$ cat config.mk
export PLATFORM = sky130hd
export DESIGN_NAME = data_sync_mc
export DESIGN_NICKNAME = d
export VERILOG_FILES = /design/src/rtl/data_sync_mc_pkg.sv /design/src/rtl/data_sync_mc_ch.sv /design/src/rtl/data_sync_mc.sv
export SDC_FILE = /design/constraint.sdc
export NUM_CORES = 1
export LEC_CHECK = 0
export ABC_AREA = 0
export BUFFER_PORTS_ARGS = -buffer_cell sky130_fd_sc_hd__buf_2
export CAP_MARGIN = 5
export CELL_PAD_IN_SITES_DETAIL_PLACEMENT = 1
export CELL_PAD_IN_SITES_GLOBAL_PLACEMENT = 1
export CORE_MARGIN = 2
export CORE_UTILIZATION = 36
export CTS_CLUSTER_SIZE = 25
export DETAILED_ROUTE_END_ITERATION = 12
export GPL_TIMING_DRIVEN = 0
export HOLD_SLACK_MARGIN = 0.12
export PLACE_DENSITY_LB_ADDON = 0.1
export SYNTH_ARGS = -nofsm -noshare
export SYNTH_HDL_FRONTEND = slang
export SYNTH_SLANG_ARGS = --single-unit
$ cat constraint.sdc
create_clock -name CLK -period 1.41 [get_ports CLK]
set_clock_uncertainty 0.05 [all_clocks]
set_input_delay 0.0705 -clock CLK [delete_from_list [all_inputs] [get_ports CLK]]
set_output_delay 0.0705 -clock CLK [all_outputs]
set_load 0.05 [all_outputs]
$ cat src/rtl/data_sync_mc_pkg.sv
// Shared constants for the multi-channel bus synchroniser.
package sync_pkg;

  localparam int SYNC_MODE_LEVEL  = 0;
  localparam int SYNC_MODE_TOGGLE = 1;
  localparam int SYNC_MIN_STAGES  = 2;

endpackage

$ cat src/rtl/data_sync_mc_ch.sv
// One synchroniser channel: qualifier chain, event detect, capture register,
// valid/ready hold and sticky overrun flag.
module data_sync_ch
  import sync_pkg::*;
#(
  parameter int DATA_WIDTH  = 8,
  parameter int NUM_STAGES  = 2,
  parameter int TOGGLE_MODE = SYNC_MODE_LEVEL
) (
  input  logic                  clk_i,
  input  logic                  rst_i,
  input  logic                  enable_i,
  input  logic [DATA_WIDTH-1:0] data_i,
  input  logic                  ready_i,
  input  logic                  ovr_clr_i,
  output logic [DATA_WIDTH-1:0] data_o,
  output logic                  valid_o,
  output logic                  pulse_o,
  output logic                  overrun_o
);

  if (NUM_STAGES < SYNC_MIN_STAGES) begin : g_stage_check
    $error("data_sync_ch: NUM_STAGES must be at least SYNC_MIN_STAGES");
  end

  logic [NUM_STAGES-1:0] sync_q;
  logic                  hist_q;
  logic [DATA_WIDTH-1:0] data_q, data_d;
  logic                  valid_q, valid_d;
  logic                  pulse_q;
  logic                  ovr_q, ovr_d;
  logic                  s_last;
  logic                  event_d;

  always_comb begin
    s_last  = sync_q[NUM_STAGES-1];
    event_d = (TOGGLE_MODE == SYNC_MODE_TOGGLE) ? (s_last ^ hist_q) : (s_last & ~hist_q);
    data_d  = data_q;
    valid_d = valid_q;
    ovr_d   = ovr_q;
    if (event_d) begin
      data_d  = data_i;
      valid_d = 1'b1;
      // Overwriting an unaccepted word is the only way to raise overrun; it beats a clear.
      if (valid_q && !ready_i) ovr_d = 1'b1;
      else if (ovr_clr_i)      ovr_d = 1'b0;
    end else begin
      if (valid_q && ready_i) valid_d = 1'b0;
      if (ovr_clr_i)          ovr_d   = 1'b0;
    end
  end

  always_ff @(posedge clk_i or posedge rst_i) begin
    if (rst_i) begin
      sync_q  <= '0;
      hist_q  <= 1'b0;
      data_q  <= '0;
      valid_q <= 1'b0;
      pulse_q <= 1'b0;
      ovr_q   <= 1'b0;
    end else begin
      sync_q  <= {sync_q[NUM_STAGES-2:0], enable_i};
      hist_q  <= s_last;
      data_q  <= data_d;
      valid_q <= valid_d;
      pulse_q <= event_d;
      ovr_q   <= ovr_d;
    end
  end

  assign data_o    = data_q;
  assign valid_o   = valid_q;
  assign pulse_o   = pulse_q;
  assign overrun_o = ovr_q;

endmodule

$ cat src/rtl/data_sync_mc.sv
// Multi-channel bus synchroniser on the destination clock; channels are fully
// independent instances of data_sync_ch over slices of the packed buses.
module data_sync_mc
  import sync_pkg::*;
#(
  parameter int DATA_WIDTH  = 8,
  parameter int NUM_CH      = 2,
  parameter int NUM_STAGES  = 2,
  parameter int TOGGLE_MODE = SYNC_MODE_LEVEL
) (
  input  logic                         CLK,
  input  logic                         RST,
  input  logic [NUM_CH*DATA_WIDTH-1:0] unsync_bus,
  input  logic [NUM_CH-1:0]            bus_enable,
  input  logic [NUM_CH-1:0]            sync_ready,
  input  logic [NUM_CH-1:0]            overrun_clr,
  output logic [NUM_CH*DATA_WIDTH-1:0] sync_bus,
  output logic [NUM_CH-1:0]            sync_valid,
  output logic [NUM_CH-1:0]            enable_pulse,
  output logic [NUM_CH-1:0]            overrun
);

  if (NUM_CH < 1) begin : g_ch_check
    $error("data_sync_mc: NUM_CH must be at least 1");
  end

  for (genvar c = 0; c < NUM_CH; c++) begin : g_ch
    data_sync_ch #(
      .DATA_WIDTH (DATA_WIDTH),
      .NUM_STAGES (NUM_STAGES),
      .TOGGLE_MODE(TOGGLE_MODE)
    ) u_ch (
      .clk_i    (CLK),
      .rst_i    (RST),
      .enable_i (bus_enable[c]),
      .data_i   (unsync_bus[c*DATA_WIDTH +: DATA_WIDTH]),
      .ready_i  (sync_ready[c]),
      .ovr_clr_i(overrun_clr[c]),
      .data_o   (sync_bus[c*DATA_WIDTH +: DATA_WIDTH]),
      .valid_o  (sync_valid[c]),
      .pulse_o  (enable_pulse[c]),
      .overrun_o(overrun[c])
    );
  end

endmodule

After elaboration in Yosys (flattened, before gate mapping)
Cells that the tools add are included.
- register bits: 28
- input bits: 24
- output and inout port bits: 22
- logic and storage cells: 34
- muxes and demuxes: 10
- bitwise gates (word level): 4
- reduce and logical (&&, ||, !) cells: 8
- operators with widths (operator ; number):
    1-bit 2-to-1 mux ; 10
    1-bit logical AND ; 4
    2-bit nonzero test ; 2
    1-bit AND ; 2
    1-bit zero test ; 2
    1-bit NOT ; 2

Longest topological paths before layout
Gate-level depths: netlist of run 1.
- word-level depth: 4
- mapped depth: 3

By module
A second synthesis of run 1 with hierarchy kept.
- cell total of the unflattened synthesis: 58
- area, all modules: 1033.5 um^2
- by module, submodules not included (module ; times used ; cells an instance ; area an instance (um^2) ; seq. area each (um^2)):
    data_sync_ch ; 2 ; 29 ; 516.7 ; 350.3

Least setup slack after synthesis of run 1
No wires, ideal clock.
- kind: register to register
- from: register g_ch[0].u_ch.hist_q
- to: register g_ch[0].u_ch.data_q[0]
- arrival time: 0.887 ns
- slack: 0.348 ns
- stages on the path, launching flop included: 4
- clock period less this slack: 1.062 ns
- path through: dfrtp_1 nand2b_4 inv_6 mux2_4
- longest elaborated chain between the ends: 2
- ends and longest elaborated chain (element ; line ; RTL):
    from (decl) ; data_sync_mc_ch.sv:27 ; logic hist_q;
    from (signal assigned) ; data_sync_mc_ch.sv:63 ; hist_q <= s_last;
    1-bit NOT ; data_sync_mc_ch.sv:37 ; event_d = (TOGGLE_MODE == SYNC_MODE_TOGGLE) ? (s_last ^ hist_q) : (s_last & ~hist_q);
    1-bit AND ; data_sync_mc_ch.sv:37 ;
    net g_ch[0].u_ch.event_d ; data_sync_mc_ch.sv:33 ; logic event_d;
    to (signal assigned) ; data_sync_mc_ch.sv:64 ; data_q <= data_d;
    to (decl) ; data_sync_mc_ch.sv:28 ; logic [DATA_WIDTH-1:0] data_q, data_d;
The timed path passes the listed nets, and every way through them passes these cells.
A chain may end at the register's enable or synchronous reset.

Worst setup path in the final report of run 1
- from: register g_ch[0].u_ch.hist_q
- to: register g_ch[0].u_ch.ovr_q
- longest elaborated chain between the ends: 3
- ends and longest elaborated chain (element ; line ; RTL):
    1-bit NOT ; data_sync_mc_ch.sv:37 ;
    1-bit AND ; data_sync_mc_ch.sv:37 ;
    1-bit 2-to-1 mux ; data_sync_mc_ch.sv:41 ; if (event_d) begin
    net g_ch[0].u_ch.ovr_d ; data_sync_mc_ch.sv:31 ; logic ovr_q, ovr_d;
    to (signal assigned) ; data_sync_mc_ch.sv:67 ; ovr_q <= ovr_d;
    to (decl) ; data_sync_mc_ch.sv:31 ;
The timed path passes the listed nets, and every way through them passes these cells.

==> impl_metrics.ini, run 1 <==
[outcome]
status = finished, violations left
violations = design-rule violations

[power]
p_leak_nw = 0.842
p_int_mw = 1.23
power_density_nw_per_um2 = 1160
switching_share_pct = 34.3
p_seq_share_pct = 50.0
ir_drop_mv = 0.548
power.net_switching_uw = 642
pwr-share-clk_pct = 16.3
p_comb_share_pct = 33.7

[clock_tree]
clk_pin_slew_ns = 0.13
cts_tree = yes
cts_num_sinks = 28
cts_buffer_depth = 2
clk_latency_ns = 0.31
cts_inserted_buffers = 3
cts_setup_buffers = 0
root_buffer = clkbuf_4
h-tree-depth = 1

[timing]
post-route-period-util_pct = 95.9
timing.hold.ws_ns = 0.317
setup_ws_ns = 0.0580
rsz0062_at_grt = no
slew_violations = 0
setup_viol = 0
period_minus_slack_ns = 1.35
maxSlewHeadroom_pct = 32.1
fmaxAchievable_mhz = 740
fin_tns_setup_ns = 0
hold_violations = 0
worst_slew_pin_slew_ns = 1.02

[yosys]
synthFlopType = dfrtp_1
syn_area_um2 = 1070
synth_seq_area_share_pct = 65.2
synth_cell_types = 9
syn_area_per_cell_um2 = 17.1
yosysWarnings = 0
synth_top_area_share_pct = 65.2
syn_inst = 63
synth.most_common_cell = dfrtp_1
synth_fp_nets = 87
synthTopCellsByArea = dfrtp_1, mux2_4, buf_4
synth_top_area_cell = dfrtp_1
netlist_top_cells_count = dfrtp_1, mux2_4, buf_4
synth-async-reset-ratio_pct = 100
synth_edf_count = 0
synth-seq-cells = 28

[grt]
grt_usage_pct = 12.9
globalRouteMet3Util_pct = 2.86
grt_pass1_vias = 758
grt_pass1_wl_um = 3260
grt_remaining_overflow = 0
antenna_found_initial = 0
grt_use_met1_pct = 15.5
grt_util_met2_pct = 22.5
grt_start_max_net_pins = 29
busiest_layer = met2

[flow_run]
max_cap_viol_count = 0

[place]
dpl.cell_count = 139
gp_congestion = 0.566
dp_hpwl_um = 1350
pre_cts_ws_ns = 0.287
io_buffers = 45

[finish]
areaGrowthSynthToFinish_pct = 49.9
final_cells = 167
fin_nets = 162
fin_util_pct = 57.4
n_antenna_cell = 0
drive_above_1_share_pct = 54.4

[die]
row_count = 19
start_util_pct = 38.3
fp.coreArea_um2 = 2810
fp.dieH_um = 58.6
ios = 46
dieArea_um2 = 3440
dieWidth_um = 58.6

[drt]
viasPerCell = 4.36
first_pass_iters = 8
wl_per_cell_um = 12.2
routed_wl_um = 2030
vias = 728
drc = 2
drt-initial-drc-count = 6
ant_nets = 0

[setup_path]
worst-path-max-fanout = 3
critical_path.startpoint_type = flop
arrival_ns = 1.56
cp.required_ns = 1.62
endpoint_kind = flop
criticalPathCategory = flop to flop

[min_path]
holdCritPathClass = flop to flop
worst paths after layout:
| kind | start | to | slack, ns | cells after the start |
|---|---|---|---|---|
| worst max-delay path | g_ch[0].u_ch.hist_q | g_ch[0].u_ch.overrun_o | 0.06 | 3 |
| worst min-delay path | g_ch[0].u_ch.sync_q[0] | g_ch[0].u_ch.sync_q[1] | 0.32 | 0 |
| worst max register to register | g_ch[0].u_ch.hist_q | g_ch[0].u_ch.overrun_o | 0.06 | 3 |
| worst min register to register | g_ch[0].u_ch.sync_q[0] | g_ch[0].u_ch.sync_q[1] | 0.32 | 0 |
| max in group asynchronous | RST | g_ch[1].u_ch.overrun_o | 0.23 | 3 |
| min in group asynchronous | RST | g_ch[0].u_ch.data_o[3] | 0.48 | 3 |
final cells by class:
cell class | instances | area (um2)
clock buffer | 3 | 22.5
multi-input combinational | 24 | 300
tap | 31 | 38.8
sequential | 28 | 701
fill | 296 | 1190
buffer | 6 | 45.0
inverter | 5 | 28.8
timing repair buffer | 70 | 475
repair_timing:
action,in CTS,in global routing
hold endpoints to repair,50,0
hold buffers,25,0
gates resized for setup,0,0
logic make-up (layout without fill, tap and decap cells):
kind of cell	Yosys count	in the layout	synth area share (%)
and+or+nand+nor	6	6	4.42
AOI/OAI and AO/OA	2	2	1.16
DFF	28	28	65.2
muxes	16	16	22.4
buffers and inverters	11	84	6.87
power by group through the flow:
stage / clock, mW / sequential, mW / combinational [mW]
finish: 0.305 / 0.936 / 0.631
global route: 0.369 / 0.948 / 0.661
CTS: 0.327 / 0.938 / 0.636
detailed placement: 0 / 0.951 / 0.583
global placement: 0 / 0.947 / 0.574
floorplan: 0 / 1.19 / 0.206
per-stage QoR:
step                      cell area [um2]  total power [mW]
final                                1610              1.87
after global routing                 1610              1.98
after CTS                            1610              1.90
after detailed placement             1340              1.53
after global placement               1340              1.52
after floorplan                      1070              1.39
critical path: stages, from the launching register on:
cell           delay [ns]
dfrtp_1              0.39
nand2b_4             0.16
o22ai_1              0.13
dlygate4sd3_1        0.57
cells in the final DEF, fill, tap and decap left out:
cell,instances
nand2b_1,2
buf_4,6
clkbuf_4,3
mux2_4,16
inv_6,2
nand2_1,2
dlygate4sd3_1,25
nand2b_4,2
dfrtp_1,28
buf_2,45
o22ai_1,2
inv_1,3
layer usage:
metal | part of all wire (%) | vias up
li1 | - | 350
met1 | 43 | 353
met2 | 52 | 23
met3 | 5.0 | 2
met4 | 0.49 | 0
met5 | 0 | -
registers in the layout, indices dropped and copies added, names as in the netlist:
name / flops
g_ch.u_ch.data_o: 16
g_ch.u_ch.sync_q: 4
g_ch.u_ch.hist_q: 2
g_ch.u_ch.overrun_o: 2
g_ch.u_ch.pulse_o: 2
g_ch.u_ch.valid_o: 2
Note: power is estimated with default switching activity, not from simulation.
==> run 2: changes to the inputs <==
--- a/config.mk
+++ b/config.mk
@@ -11,7 +11,8 @@
 export CELL_PAD_IN_SITES_DETAIL_PLACEMENT = 1
 export CELL_PAD_IN_SITES_GLOBAL_PLACEMENT = 1
 export CORE_MARGIN = 2
-export CORE_UTILIZATION = 36
+export CORE_UTILIZATION = 38
+export CTS_BUF_LIST = sky130_fd_sc_hd__clkbuf_8
 export CTS_CLUSTER_SIZE = 25
 export DETAILED_ROUTE_END_ITERATION = 12
 export GPL_TIMING_DRIVEN = 0
==> impl_metrics.ini, run 2 (synthesized netlist as in run 1, its figures left out) <==
[timing]
maxSlewHeadroom_pct = 60.3
worst_slew_pin_slew_ns = 0.595
post-route-period-util_pct = 79.1
fmaxAchievable_mhz = 896
setup_viol = 0
slew_violations = 0
period_minus_slack_ns = 1.12
hold_violations = 0
rsz0062_at_grt = no
timing.hold.ws_ns = 0.304
setup_ws_ns = 0.294
fin_tns_setup_ns = 0

[finish]
largest_reg_flops = 16
fin_nets = 160
n_antenna_cell = 0
final_common_cell = buf_2
drive_above_1_share_pct = 56.7
areaGrowthSynthToFinish_pct = 50.8
final_cell_mix = buf_2, dfrtp_1, dlygate4sd3_1

[die]
start_util_pct = 39.7
fp.dieH_um = 57.2
dieWidth_um = 57.2
ios = 46
dieArea_um2 = 3270
row_count = 19
fp.coreArea_um2 = 2710

[power]
power_density_nw_per_um2 = 1220
p_int_mw = 1.32
p_seq_share_pct = 47.4
power.net_switching_uw = 656
switching_share_pct = 33.2
p_leak_nw = 0.833
p_comb_share_pct = 32.1
ir_drop_mv = 0.751
pwr-share-clk_pct = 20.5

[min_path]
holdPathStages = 0
hp-start = g_ch[1].u_ch.sync_q[0]
min_to = g_ch[1].u_ch.sync_q[1]
holdCritPathClass = flop to flop

[setup_path]
arrival_ns = 1.22
crit_chain = nand2b_4 > inv_6 > mux2_4
rr_worst_depth = 3
worst-path-max-fanout = 9
cp.required_ns = 1.51
rrSetupSlack_ns = 0.29
r2r-end = g_ch[1].u_ch.data_o[3]
criticalPathCategory = flop to flop
critPathMaxStageDelay_ns = 0.36
cp_slowest_cell = dfrtp_1
r2r_start = g_ch[1].u_ch.hist_q
critical_path.startpoint_type = flop
endpoint_kind = flop

[drt]
first_pass_iters = 2
drt-initial-drc-count = 12
wl_per_cell_um = 13.1
routed_wl_um = 2160
vias = 713
drc = 0
viasPerCell = 4.32
ant_nets = 0

[grt]
grt_util_met2_pct = 27.1
antenna_found_initial = 0
globalRouteMet3Util_pct = 2.72
grt_usage_pct = 15.0
busiest_layer = met2
grt_remaining_overflow = 0
grt_start_max_net_pins = 29
grt_use_met1_pct = 19.0
grt_pass1_vias = 807
grt_pass1_wl_um = 3740

[clock_tree]
root_buffer = clkbuf_8
cts_tree = yes
cts_setup_buffers = 0
cts_num_sinks = 28
h-tree-depth = 1
clk_latency_ns = 0.26
cts_buffer_depth = 2
clk_pin_slew_ns = 0.09
cts_inserted_buffers = 3

[place]
io_buffers = 45
dp_hpwl_um = 1360
gp_congestion = 0.630
pre_cts_ws_ns = 0.288

[flow_run]
max_cap_viol_count = 0

[outcome]
status = finished, final reports clean
-- run 2: changes by cell type in the layout (fill, tap and decap cells not counted), sizes merged --
cell / previous run / this run
dlygate4sd3: 25 / 23
clkinvlp: 0 / 1
inv: 5 / 4
-- run 2: cell type report --
| class | instances | area, um2 |
|---|---|---|
| Tap cell | 31 | 38.8 |
| Multi-Input combinational cell | 24 | 307 |
| Inverter | 5 | 32.5 |
| Sequential cell | 28 | 701 |
| Clock buffer | 3 | 41.3 |
| Fill cell | 289 | 1090 |
| Timing Repair Buffer | 68 | 455 |
| Buffer | 6 | 45.0 |
-- run 2: repair_timing --
| item | CTS | global route |
|---|---|---|
| setup endpoints to repair | 0 | 30 |
| hold buffers | 25 | 0 |
| endpoints found under the hold margin | 50 | 0 |
| resized for setup | 0 | 2 |
-- run 2: power by group through the flow --
| stage | Sequential [mW] | Clock (mW) | Combinational (mW) |
|---|---|---|---|
| detailed placement | 0.948 | 0 | 0.583 |
| global placement | 0.945 | 0 | 0.576 |
| global route | 0.950 | 0.464 | 0.666 |
| finish | 0.936 | 0.405 | 0.633 |
| floorplan | 1.19 | 0 | 0.206 |
| CTS | 0.934 | 0.427 | 0.638 |
-- run 2: worst max path at each step --
stage                                   endpoint                 from  depth (start not counted)
after floorplan           g_ch[0].u_ch.data_o[0]  g_ch[0].u_ch.hist_q                          3
after global placement    g_ch[1].u_ch.data_o[2]  g_ch[1].u_ch.hist_q                          3
after detailed placement  g_ch[1].u_ch.data_o[0]                  RST                          2
after CTS                 g_ch[1].u_ch.overrun_o        sync_ready[1]                          5
after global routing      g_ch[1].u_ch.data_o[5]  g_ch[1].u_ch.hist_q                          3
final                     g_ch[1].u_ch.data_o[3]  g_ch[1].u_ch.hist_q                          3
-- run 2: metrics by stage --
step | cells | area [um2] | total power [mW] | utilization [%]
final | 165 | 1620 | 1.97 | 59.8
after global routing | 165 | 1620 | 2.08 | 59.8
after CTS | 167 | 1630 | 2.00 | 60.2
after detailed placement | 139 | 1340 | 1.53 | 49.4
after global placement | 139 | 1340 | 1.52 | 49.4
after floorplan | 63 | 1070 | 1.39 | -
-- run 2: worst max-delay path: cells and delay by family, from the launching register on --
kind	cells	cell delay (ns)
flip-flops	1	0.36
AND/OR/NAND/NOR	1	0.16
multiplexers	1	0.31
buffers and inverters	1	0.12
-- run 2: layer usage --
| metal | wire (um) | vias up | part of all wire [%] |
|---|---|---|---|
| met5 | 0 | - | 0 |
| met4 | 10 | 0 | 0.46 |
| met1 | 892 | 339 | 41 |
| met3 | 97 | 2 | 4.5 |
| li1 | - | 343 | - |
| met2 | 1160 | 29 | 54 |
==> run 3: changes to the inputs <==
--- a/config.mk
+++ b/config.mk
@@ -5,13 +5,13 @@
 export SDC_FILE = /design/constraint.sdc
 export NUM_CORES = 1
 export LEC_CHECK = 0
-export ABC_AREA = 0
+export ABC_AREA = 1
 export BUFFER_PORTS_ARGS = -buffer_cell sky130_fd_sc_hd__buf_2
 export CAP_MARGIN = 5
 export CELL_PAD_IN_SITES_DETAIL_PLACEMENT = 1
 export CELL_PAD_IN_SITES_GLOBAL_PLACEMENT = 1
 export CORE_MARGIN = 2
-export CORE_UTILIZATION = 38
+export CORE_UTILIZATION = 31
 export CTS_BUF_LIST = sky130_fd_sc_hd__clkbuf_8
 export CTS_CLUSTER_SIZE = 25
 export DETAILED_ROUTE_END_ITERATION = 12
==> constraint.sdc (replaced) <==
create_clock -name CLK -period 1 [get_ports CLK]
set_clock_uncertainty 0.05 [all_clocks]
set_input_delay 0.05 -clock CLK [delete_from_list [all_inputs] [get_ports CLK]]
set_output_delay 0.05 -clock CLK [all_outputs]
set_load 0.05 [all_outputs]
==> impl_metrics.ini, run 3 <==
[outcome]
status = finished, violations left
violations = negative hold slack

[power]
power.net_switching_uw = 965
p_leak_nw = 0.922
p_seq_share_pct = 43.3
pwr-share-clk_pct = 28.9
p_total_mw = 3.05
p_int_mw = 2.09
p_comb_share_pct = 27.8
power_density_nw_per_um2 = 1780
switching_share_pct = 31.6
ir_drop_mv = 0.830

[clock_tree]
cts_num_sinks = 28
cts_tree = yes
root_buffer = clkbuf_8
h-tree-depth = 1
cts_inserted_buffers = 3
cts-hold-fix-buffers = 22
clk_pin_slew_ns = 0.09
clk_latency_ns = 0.27
cts_buffer_depth = 2

[finish]
n_antenna_cell = 0
largest_reg_flops = 16
drive_above_1_share_pct = 36.0
fin_util_pct = 55.3
final_common_cell = nand2_1
areaGrowthSynthToFinish_pct = 65.8
final_cell_mix = nand2_1, dfrtp_1, buf_2
fin_nets = 200

[yosys]
synth_seq_area_share_pct = 67.7
synth_fp_nets = 129
syn_inst = 105
yosysWarnings = 0
synth_edf_count = 0
synthTopCellsByArea = dfrtp_1, nand2_1, buf_4
synth-async-reset-ratio_pct = 100
synth_top_area_share_pct = 67.7
synth_top_area_cell = dfrtp_1
netlist_top_cells_count = nand2_1, dfrtp_1, buf_4
syn_area_per_cell_um2 = 9.85
synthFlopType = dfrtp_1
synth_cell_types = 9
syn_area_um2 = 1030
synth.most_common_cell = nand2_1
synth-seq-cells = 28

[timing]
period_minus_slack_ns = 0.982
worst_slew_pin_slew_ns = 1.03
setup_ws_ns = 0.0178
rsz0062_at_grt = yes
timing.hold.ws_ns = -0.0329
fmaxAchievable_mhz = 1020
slew_violations = 0
maxSlewHeadroom_pct = 31.2
setup_viol = 0
hold_violations = 28
post-route-period-util_pct = 98.2

[setup_path]
crit_chain = buf_4
arrival_ns = 0.88
cp.required_ns = 0.90
crit_family = flip-flops
rrSetupSlack_ns = 0.03
cp.depth = 1
endpoint_kind = output port
r2r_start = g_ch[0].u_ch.sync_q[1]
criticalPathCategory = flop to output port
critical_path.startpoint_type = flop
cp-startpoint = g_ch[1].u_ch.data_o[6]
path_buf_inv = 1
critPathMaxStageDelay_ns = 0.41
cp_slowest_cell = dfrtp_1
r2r-end = g_ch[0].u_ch.data_o[4]
setup.worst_path.end = sync_bus[14]
worst-path-max-fanout = 2
rr_worst_depth = 4

[drt]
drc = 0
ant_nets = 0
wl_per_cell_um = 13.2
routed_wl_um = 2900
first_pass_iters = 4
drt-initial-drc-count = 19
viasPerCell = 4.20
vias = 920

[flow_run]
max_cap_viol_count = 0

[die]
fp.dieH_um = 61.8
ios = 46
dieArea_um2 = 3820
start_util_pct = 33.3
dieWidth_um = 61.8
row_count = 20
fp.coreArea_um2 = 3100

[grt]
grt_start_max_net_pins = 29
grt_remaining_overflow = 0
grt_pass1_vias = 962
grt_pass1_wl_um = 4110
antenna_found_initial = 0
grt_usage_pct = 15.2

[place]
io_buffers = 45
pre_cts_ws_ns = -0.0756
gp_congestion = 0.609
dp_hpwl_um = 1590

[min_path]
holdCritPathClass = input port to async pin
==> run 3: cell count changes after synthesis, sizes merged, moves of 4 or more <==
cell | previous run | this run
mux2 | 16 | 0
nand2 | 2 | 56
inv | 5 | 9
nand2b | 4 | 0
nor2 | 0 | 4
==> run 3: power by group through the flow <==
| stage | combinational (mW) | clock (mW) | sequential, mW |
|---|---|---|---|
| final | 0.851 | 0.881 | 1.32 |
| after global routing | 0.904 | 0.955 | 1.34 |
| after CTS | 0.789 | 0.904 | 1.31 |
| after detailed placement | 0.686 | 0 | 1.32 |
| after global placement | 0.675 | 0 | 1.32 |
| after floorplan | 0.208 | 0 | 1.61 |
==> run 3: what timing repair did <==
item	in CTS	in global routing
gates cloned	0	2
hold endpoints to repair	50	28
setup endpoints to repair	14	24
pin swaps	0	1
setup buffers	0	3
gates resized for setup	26	19
==> run 3: final cells by class <==
cell class                      instances  area, um2
Clock buffer                            3       41.3
Clock inverter                          1       30.0
Fill cell                             374       1390
Inverter                                9       33.8
Multi-Input combinational cell         64        278
Sequential cell                        28        702
Tap cell                               44       55.1
Timing Repair Buffer                   70        576
==> run 3: cells by family after synthesis <==
family | after synthesis | share of synthesized area [%]
DFF | 28 | 67.7
buffers and inverters | 15 | 7.62
and+or+nand+nor | 60 | 23.7
AOI/OAI and AO/OA | 2 | 0.967
==> run 3: worst min path at each step <==
| stage | startpoint | endpoint | depth (start not counted) |
|---|---|---|---|
| floorplan | bus_enable[0] | g_ch[0].u_ch.sync_q[0] | 0 |
| global placement | bus_enable[1] | g_ch[1].u_ch.sync_q[0] | 1 |
| detailed placement | bus_enable[1] | g_ch[1].u_ch.sync_q[0] | 1 |
| CTS | RST | g_ch[0].u_ch.pulse_o | 2 |
| global route | RST | g_ch[1].u_ch.overrun_o | 2 |
| finish | RST | g_ch[0].u_ch.overrun_o | 2 |
==> run 3: routing by layer <==
| metal | share of wire (%) | vias to the layer above | global-route usage, % | wire [um] |
|---|---|---|---|---|
| met5 | 0 | - | 0 | 0 |
| met4 | 0.52 | 0 | 5.47 | 15 |
| met3 | 3.8 | 2 | 2.69 | 110 |
| met2 | 58 | 20 | 29.6 | 1680 |
| met1 | 38 | 451 | 16.0 | 1090 |
| li1 | - | 447 | - | - |
==> run 3: per-stage QoR <==
step	instances	setup TNS [ns]	area, um2
after floorplan	105	0	1030
after global placement	194	-2.26	1320
after detailed placement	194	-2.08	1320
after CTS	214	0	1640
after global routing	219	-0.236	1720
final	219	0	1720
